[src/rtl/strip_alloc_ctrl_pkg.sv]
// Shared types and constants for the strip allocation controller.
// Holds the FSM state encoding, height limits and the height-to-ROM address map.
package strip_alloc_ctrl_pkg;

  typedef enum logic [1:0] {
    ST_IDLE,
    ST_LOOKUP,
    ST_CHECK,
    ST_RESP
  } state_t;

  localparam int unsigned HMIN_DEFAULT = 4;
  localparam int unsigned HMAX_DEFAULT = 16;

  // Heights at or above this value share the last ROM entry.
  localparam logic [4:0] COLLAPSE_HEIGHT = 5'd13;
  localparam logic [3:0] COLLAPSE_ADDR   = 4'd9;
  localparam logic [4:0] MAP_BASE        = 5'd4;

  function automatic logic [3:0] height_to_addr(input logic [4:0] h);
    logic [4:0] off;
    off = h - MAP_BASE;
    if (h >= COLLAPSE_HEIGHT) return COLLAPSE_ADDR;
    return off[3:0];
  endfunction

endpackage

[src/rtl/rom_strip_id.sv]
// Strip-ID ROM: three candidate IDs per address, registered on en.
// Output holds its last value while en is low.
module rom_strip_id (
  input  logic       clk,
  input  logic       rst_n,
  input  logic       en,
  input  logic [3:0] addr,
  output logic [3:0] id1,
  output logic [3:0] id2,
  output logic [3:0] id3
);

  logic [11:0] word;

  always_comb begin
    word = '0;
    case (addr)
      4'd0:    word = {4'hA, 4'h8, 4'h0};
      4'd1:    word = {4'h8, 4'h6, 4'h0};
      4'd2:    word = {4'h6, 4'h4, 4'h0};
      4'd3:    word = {4'h4, 4'h1, 4'h2};
      4'd4:    word = {4'h1, 4'h2, 4'h3};
      4'd5:    word = {4'h3, 4'h5, 4'h0};
      4'd6:    word = {4'h5, 4'h7, 4'h0};
      4'd7:    word = {4'h7, 4'h9, 4'h0};
      4'd8:    word = {4'h9, 4'h0, 4'h0};
      4'd9:    word = {4'hB, 4'hC, 4'hD};
      default: word = '0;
    endcase
  end

  always_ff @(posedge clk or negedge rst_n) begin
    if (!rst_n) begin
      id1 <= '0;
      id2 <= '0;
      id3 <= '0;
    end else if (en) begin
      {id1, id2, id3} <= word;
    end
  end

endmodule

[src/rtl/strip_alloc_ctrl.sv]
// Strip allocation controller: validates a height, looks up candidate strip IDs
// in the ROM, grants the first free one and tracks occupancy with releases.
module strip_alloc_ctrl
  import strip_alloc_ctrl_pkg::*;
#(
  parameter int unsigned HMIN = HMIN_DEFAULT,
  parameter int unsigned HMAX = HMAX_DEFAULT
) (
  input  logic        clk,
  input  logic        rst_n,
  input  logic        req_valid,
  input  logic [4:0]  req_height,
  output logic        req_ready,
  output logic        resp_valid,
  input  logic        resp_ready,
  output logic        resp_ok,
  output logic        resp_err,
  output logic [3:0]  resp_id,
  input  logic        rel_valid,
  input  logic [3:0]  rel_id,
  output logic [15:0] busy_map,
  output logic [3:0]  free_count
);

  localparam logic [4:0] HMIN_H = 5'(HMIN);
  localparam logic [4:0] HMAX_H = 5'(HMAX);

  state_t      state, state_next;
  logic [4:0]  height;
  logic        rom_en;
  logic [3:0]  rom_id1, rom_id2, rom_id3;

  logic        accept, load_resp, set_valid, clr_valid;
  logic        ok_next, err_next;
  logic [3:0]  id_next;
  logic [15:0] grant_mask, rel_mask, busy_next;
  logic [3:0]  free_next;

  rom_strip_id u_rom (
    .clk   (clk),
    .rst_n (rst_n),
    .en    (rom_en),
    .addr  (height_to_addr(height)),
    .id1   (rom_id1),
    .id2   (rom_id2),
    .id3   (rom_id3)
  );

  assign req_ready = (state == ST_IDLE);
  assign rom_en    = (state == ST_LOOKUP);

  always_ff @(posedge clk or negedge rst_n) begin
    if (!rst_n) state <= ST_IDLE;
    else        state <= state_next;
  end

  always_comb begin
    state_next = state;
    accept     = 1'b0;
    load_resp  = 1'b0;
    set_valid  = 1'b0;
    clr_valid  = 1'b0;
    ok_next    = 1'b0;
    err_next   = 1'b0;
    id_next    = '0;
    grant_mask = '0;
    case (state)
      ST_IDLE: begin
        if (req_valid) begin
          accept = 1'b1;
          if (req_height >= HMIN_H && req_height <= HMAX_H) begin
            state_next = ST_LOOKUP;
          end else begin
            state_next = ST_RESP;
            load_resp  = 1'b1;
            err_next   = 1'b1;
          end
        end
      end
      ST_LOOKUP: state_next = ST_CHECK;
      ST_CHECK: begin
        // Grant sees the registered map, so a same-cycle release is not visible.
        load_resp  = 1'b1;
        state_next = ST_RESP;
        if (rom_id1 != 4'd0 && !busy_map[rom_id1])      id_next = rom_id1;
        else if (rom_id2 != 4'd0 && !busy_map[rom_id2]) id_next = rom_id2;
        else if (rom_id3 != 4'd0 && !busy_map[rom_id3]) id_next = rom_id3;
        if (id_next != 4'd0) begin
          ok_next    = 1'b1;
          grant_mask = 16'b1 << id_next;
        end
      end
      ST_RESP: begin
        // resp_valid rises one edge after entering RESP; consume only once it is up.
        if (!resp_valid) begin
          set_valid = 1'b1;
        end else if (resp_ready) begin
          clr_valid  = 1'b1;
          state_next = ST_IDLE;
        end
      end
      default: state_next = ST_IDLE;
    endcase
  end

  always_comb begin
    rel_mask = '0;
    if (rel_valid && rel_id != 4'd0) rel_mask = 16'b1 << rel_id;
    busy_next = (busy_map & ~rel_mask) | grant_mask;
    free_next = '0;
    for (int unsigned i = 1; i < 16; i++) free_next = free_next + {3'b000, ~busy_next[i]};
  end

  always_ff @(posedge clk or negedge rst_n) begin
    if (!rst_n) begin
      busy_map   <= '0;
      free_count <= 4'd15;
    end else begin
      busy_map   <= busy_next;
      free_count <= free_next;
    end
  end

  always_ff @(posedge clk or negedge rst_n) begin
    if (!rst_n) height <= '0;
    else if (accept) height <= req_height;
  end

  always_ff @(posedge clk or negedge rst_n) begin
    if (!rst_n) begin
      resp_valid <= 1'b0;
      resp_ok    <= 1'b0;
      resp_err   <= 1'b0;
      resp_id    <= '0;
    end else begin
      if (load_resp) begin
        resp_ok  <= ok_next;
        resp_err <= err_next;
        resp_id  <= id_next;
      end
      if (set_valid)      resp_valid <= 1'b1;
      else if (clr_valid) resp_valid <= 1'b0;
    end
  end

endmodule

[config.mk]
export PLATFORM = sky130hd
export DESIGN_NAME = strip_alloc_ctrl
export DESIGN_NICKNAME = d
export VERILOG_FILES = /design/src/rtl/strip_alloc_ctrl_pkg.sv /design/src/rtl/rom_strip_id.sv /design/src/rtl/strip_alloc_ctrl.sv
export SDC_FILE = /design/constraint.sdc
export NUM_CORES = 1
export LEC_CHECK = 0
export ABC_AREA = 1
export CAP_MARGIN = 10
export CORE_MARGIN = 2
export CORE_UTILIZATION = 45
export DETAILED_ROUTE_END_ITERATION = 10
export PLACE_DENSITY = 0.73
export SETUP_SLACK_MARGIN = 0.5
export SLEW_MARGIN = 20
export SYNTH_ARGS = -nofsm -noshare
export SYNTH_HDL_FRONTEND = slang
export SYNTH_HIERARCHICAL = 1
export SYNTH_SLANG_ARGS = --single-unit
[constraint.sdc]
create_clock -name clk -period 5 [get_ports clk]
set_input_delay 0.5 -clock clk [delete_from_list [all_inputs] [get_ports clk]]
set_output_delay 0.5 -clock clk [all_outputs]
set_load 0.01 [all_outputs]
After elaboration in Yosys (flattened, before gate mapping)
Memory sizes are Yosys's and may differ from the RTL's. A register that Yosys moved wholly into a read port is not among the register bits.
Index checks and enable logic that the tools add are counted.
{ "totals": {"ff_bits": 34, "mem_bits_ro": 192, "in_bits": 14, "out_inout_bits": 28, "word_cells": 110, "mem_count": 1} }
{ "memory_table": {"columns": ["name", "depth", "word_bits", "read_ports", "rd_clocked_by_memory_dff", "wr", "line_no", "text"], "rows": [
  ["(name not given)", 16, 12, 1, 1, 0, "rom_strip_id.sv:17", "case (addr)"]
]} }
{ "classes": {"addsub": 15, "n_lt_le_gt_ge": 6, "eq_ne": 6, "shift": 2, "mux": 37, "bitwise_logic": 18, "reduce_logical": 17} }
{ "op_table": {"columns": ["operator", "n"], "rows": [
  ["two-way mux 16 bit", 3],
  ["adder 4 x 1 -> 4 bit", 11],
  ["<< shifter 1 x 4 -> 16 bit (first input constant)", 2],
  ["two-way mux 4 bit", 7],
  ["nonzero test 4 bit", 5],
  ["two-way mux 1 bit", 18],
  ["bitwise AND 16 bit", 1],
  ["NOT 16 bit", 1],
  ["OR 16 bit", 1],
  ["less-than comparator 4 x 5 -> 1 bit (second input constant)", 3],
  ["NOT 1 bit", 15],
  ["binary-select mux 1 bit (select 4 bit)", 3],
  ["two-way mux 2 bit", 4],
  ["case mux 2 bit (4 select lines)", 1],
  ["inequality test 2 bit (second input constant)", 3],
  ["greater-or-equal comparator 5 x 3 -> 1 bit (second input constant)", 1],
  ["greater-or-equal comparator 5 x 4 -> 1 bit (second input constant)", 1],
  ["less-or-equal comparator 5 bit (second input constant)", 1],
  ["logical AND 1 bit", 5],
  ["adder 3 x 1 -> 4 bit", 1],
  ["equality test 2 bit (second input constant)", 2],
  ["zero test 1 bit", 4],
  ["subtractor 4 x 3 -> 4 bit (second input constant)", 1],
  ["adder 2 x 1 -> 3 bit", 1],
  ["6 further kinds", 6]
]} }

Longest topological paths before layout
{ "logic_depth": {"ltp_word": 27, "depth_mapped": 24} }

By module
The synthesis kept the hierarchy.
{ "by_module_without_submodules": {"columns": ["module", "n_inst", "cells_per_inst", "area_each_um2"], "rows": [
  ["strip_alloc_ctrl", 1, 360, 2578.7],
  ["rom_strip_id", 1, 69, 586.8]
]} }

Least setup slack after synthesis
OpenSTA, ideal clock, no wires.
{ "synth_path": {"path_kind": "register -> register", "start": "register u_rom.id1[0]", "end": "register free_count[1]", "setup_ps": 92, "t_arrival_ps": 4388, "slack_ps": 520, "stages_incl_launch_ff": 20, "n_path_buf": 1, "synth_period_minus_slack_ps": 4480, "cell_sequence": "dfrtp_1 > buf_4 > a21oi_1 > o21ai_0 > nand3_1 > nand3_1 > nand2_2 > nand3_1 > nand2_1 > nand3_1 > nor2_1 > nor2_1 > fa_1 > fa_1 > fa_1 > inv_1 > fa_1 > fa_1 > inv_1 > fa_1"} }
{ "synth_between": {"elab_chain_cells": 25, "word_cells_on_any_way": 41, "classes_between": "add/sub (14); shift (1); mux (6); bitwise (16); reduce/logical (4)"} }
{ "synth_rtl": {"columns": ["item", "line_no", "text"], "rows": [
  ["from (decl)", "rom_strip_id.sv:8", "output logic [3:0] id1,"],
  ["binary-select mux 1 bit (select 4 bit)", "strip_alloc_ctrl.sv:85", "if (rom_id1 != 4'd0 && !busy_map[rom_id1]) id_next = rom_id1;"],
  ["two-way mux 1 bit (implied by the code)", "strip_alloc_ctrl.sv:85", null],
  ["zero test 1 bit", "strip_alloc_ctrl.sv:85", null],
  ["logical AND 1 bit", "strip_alloc_ctrl.sv:85", null],
  ["two-way mux 4 bit (*)", "strip_alloc_ctrl.sv:85", null],
  ["two-way mux 4 bit (*)", "strip_alloc_ctrl.sv:67", "case (state)"],
  ["nonzero test 4 bit or << shifter 1 x 4 -> 16 bit (tied branches)", "strip_alloc_ctrl.sv:88, strip_alloc_ctrl.sv:90", null],
  ["two-way mux 16 bit (*)", "strip_alloc_ctrl.sv:88", "if (id_next != 4'd0) begin"],
  ["two-way mux 16 bit (*)", "strip_alloc_ctrl.sv:67", null],
  ["OR 16 bit (*)", "strip_alloc_ctrl.sv:109", "busy_next = (busy_map & ~rel_mask) | grant_mask;"],
  ["NOT 1 bit", "strip_alloc_ctrl.sv:111", "for (int unsigned i = 1; i < 16; i++) free_next = free_next + {3'b000, ~busy_next[i]};"],
  ["adder 1 x 1 -> 2 bit", "strip_alloc_ctrl.sv:111", null],
  ["adder 2 x 1 -> 3 bit", "strip_alloc_ctrl.sv:111", null],
  ["adder 3 x 1 -> 4 bit", "strip_alloc_ctrl.sv:111", null],
  ["adder 4 x 1 -> 4 bit (10 in series)", "strip_alloc_ctrl.sv:111", null],
  ["adder 4 x 1 -> 4 bit (*)", "strip_alloc_ctrl.sv:111", null],
  ["via free_next[1]", "strip_alloc_ctrl.sv:37", "logic [3:0] free_next;"],
  ["to (signal assigned)", "strip_alloc_ctrl.sv:120", "free_count <= free_next;"],
  ["to (decl)", "strip_alloc_ctrl.sv:22", "output logic [3:0] free_count"]
]} }
The timed path passes the listed nets; every way through them passes the cells marked *. The select of a mux whose other input is x is not followed.
A chain may end at the register's enable or synchronous reset.

Worst setup path in the final report
Ends and elaborated chain as after synthesis.

==> impl_metrics.json <==
{
  "crit_arrival_ps": 5110,
  "grt_use_total_pct": 23.8,
  "synth_area_leaders": "dfrtp_1 (32%), nand2_1 (13%), nand3_1 (7.0%)",
  "dr_total_vias": 3164,
  "gr-total-overflow": 0,
  "r2r-start": "u_rom/id1[0]",
  "grt-busiest-layer": "met2",
  "core-area_mm2": 0.00679,
  "die_y_um": 87.9,
  "num_antenna_cells": 0,
  "routedWlPerCell_um": 15.3,
  "drtAntennaViolNets": 0,
  "insertion_delay_ps": 310,
  "grtUsageMet3_pct": 3.68,
  "fin_crit_sh_pct": 97.6,
  "routed_wirelength_um": 9150,
  "yosysTopAreaCell": "dfrtp_1",
  "cts_made_buffers": 5,
  "dpl_cell_area_mm2": 0.00368,
  "ys_types": 36,
  "synth_ff_type": "dfrtp_1",
  "drive_gt1_share_pct": 25.5,
  "synthCells": 429,
  "worstSetupPathType": "flip-flop to flip-flop",
  "worst-path-max-fanout": 8,
  "grt_use_met1_pct": 35.5,
  "period_minus_slack_ps": 4880,
  "finalNetCount": 536,
  "crit_top_cell": "fa_1",
  "cts-root-buf": "clkbuf_8",
  "clock-sinks": 45,
  "first_pass_iters": 7,
  "crit_required_ps": 5230,
  "crit_start": "u_rom/id1[0]",
  "gp_congestion": 1.05,
  "max_slew.worst_pin.slew_ps": 584,
  "pin_count": 42,
  "avgSynthCellArea_um2": 7.38,
  "grt_setup_unrepaired": "yes",
  "clk_pin_slew_worst_paths_ps": 90,
  "slew_violations": 0,
  "path_cells": "buf_6 > a21oi_1 > o21ai_1 > nand3_1 > nand3_2 > nand2_4 > nand3_2 > nand2_4 > buf_6 > nand3_4 > nor2_4 > nor2_4 > fa_1 > fa_1 > fa_1 > inv_2 > fa_1 > fa_2 > inv_2 > fa_1",
  "clock_skew_ps": 10.5,
  "cpPeakStageDelay_ps": 520,
  "hold_violations": 0,
  "cap_violations": 0,
  "die_area_mm2": 0.00772,
  "fmax_mhz": 205,
  "syn2layout_area_growth_pct": 35.7,
  "cts_max_level": 2,
  "clock_path_buffers": 2,
  "startpoint_type": "flip-flop",
  "synth_commonest_cells": "nand2_1 (107), inv_1 (55), nand3_1 (44)",
  "crit_path_top_delay_cell": "fa_1",
  "hpwlAfterDp_um": 6370,
  "yosys_warnings": 6,
  "async_reset_ff_share_pct": 100,
  "synth-seq-cells": 45,
  "yosysMostFrequentCell": "nand2_1",
  "post-route-drc-count": 0,
  "die_w_um": 87.9,
  "min_path_type": "input port to asynchronous set/reset pin",
  "antenna_found_initial": 0,
  "grt_pass1_vias": 2869,
  "synth_edf_count": 0,
  "cts_hold_buf": 0,
  "numPortBuffers": 41,
  "syn-cell-area_mm2": 0.00317,
  "synth_nets": 465,
  "outcome": "finished, final reports clean",
  "cts_tree": "done",
  "met2_usage_pct": 35.7,
  "setup_violations": 0,
  "synth_top_area_share_pct": 32.4,
  "viasPerCell": 5.30,
  "dr.first_iter.drc_count": 460,
  "seq_area_frac_synth_pct": 35.7,
  "grt_max_degree": 46,
  "slew_headroom_pct": 61.0,
  "fin_area_mm2": 0.00430,
  "cp-end-kind": "flip-flop",
  "rows": 30,
  "grt_pass1_wl_um": 14100,
  "initial_core_util_pct": 46.6,
  "fin_tns_setup_ps": 0
}
final timing paths:
check | slack, ps | depth (start not counted) | to
setup reg to reg | 120 | 20 | free_count[1]
max in group asynchronous | 4380 | 1 | busy_map[3]
min in group clk | 400 | 0 | busy_map[0]
hold / removal | 180 | 1 | height[4]
setup / recovery | 120 | 20 | free_count[1]
hold reg to reg | 400 | 0 | busy_map[0]
flip-flops by register name, summed over array words and instances, names as in the netlist:
register and cells:
height 5, free_count 4, resp_id 4, u_rom/id1 4
busy_map 16, resp_ok 1, u_rom/id2 4, u_rom/id3 3
state 2, resp_valid 1, resp_err 1
through the flow:
step	setup WS (ps)	hold WS [ps]	utilization (%)	std cells
floorplan	520	204	-	429
global placement	220	388	54.2	565
detailed placement	141	389	54.2	565
CTS	431	395	58.9	582
global route	6.84	225	63.2	597
finish	119	180	63.2	597
placed cells by master, fill, tap and decap left out, types with 3 or more instances in the layout:
cell             count
a21oi_1             13
a21oi_2              3
a31oi_1              3
buf_4               26
clkbuf_8             5
clkdlybuf4s50_1     40
dfrtp_1             34
dfrtp_2              7
dfstp_2              4
fa_1                 9
ha_1                12
inv_1               48
inv_2               11
inv_4                5
mux2_2               3
nand2_1             87
nand2_2             19
nand2_4              7
nand3_1             32
nand3_2             10
nand3_4              6
nand4_1              5
nor2_1              35
nor2_2               5
nor2_4               5
nor3_1               4
o21ai_0             27
o21ai_1             12
o21bai_1             5
layer usage:
layer / part of all wire, % / wire (um)
met1: 43 / 3930
met2: 46 / 4220
met3: 8.1 / 739
met4: 2.8 / 253
met5: 0 / 0
worst max-delay path: cells and delay by family, from the launching register on:
| kind | cells | cell delay [ps] |
|---|---|---|
| AND/OR/NAND/NOR | 8 | 910 |
| adder cells (fa/ha/maj) | 6 | 2740 |
| AO/OA/AOI/OAI | 2 | 360 |
| flip-flops | 1 | 420 |
| buffers and inverters | 4 | 370 |
cell families (layout without fill, tap and decap cells):
logic type,after synthesis,after routing,share of synthesized area [%]
AO/OA/AOI/OAI,71,71,12.9
AND/OR/NAND/NOR,216,216,29.6
multiplexers,3,3,1.07
adder cells (fa/ha/maj),22,22,11.1
buffers and inverters,71,143,9.33
flip-flops,45,45,35.7
XOR/XNOR,1,1,0.277
timing repair:
action                                  in CTS  in global routing
endpoints found under the setup margin       4                  4
pin swaps                                   12                 27
gates resized for setup                     27                 54
cloned                                       0                  1
buffers inserted                             9                 14
area by class of cell:
class / count / area, um2
fill: 560 / 2500
multi-input combinational: 313 / 1980
sequential: 45 / 1140
timing repair buffer: 71 / 663
inverter: 64 / 253
tap: 96 / 120
clock buffer: 5 / 68.8
clock inverter: 3 / 68.8
Power is left out: the tool's default activity adds up to more than one toggle a clock period on the data nets, which glitch-free logic cannot reach.
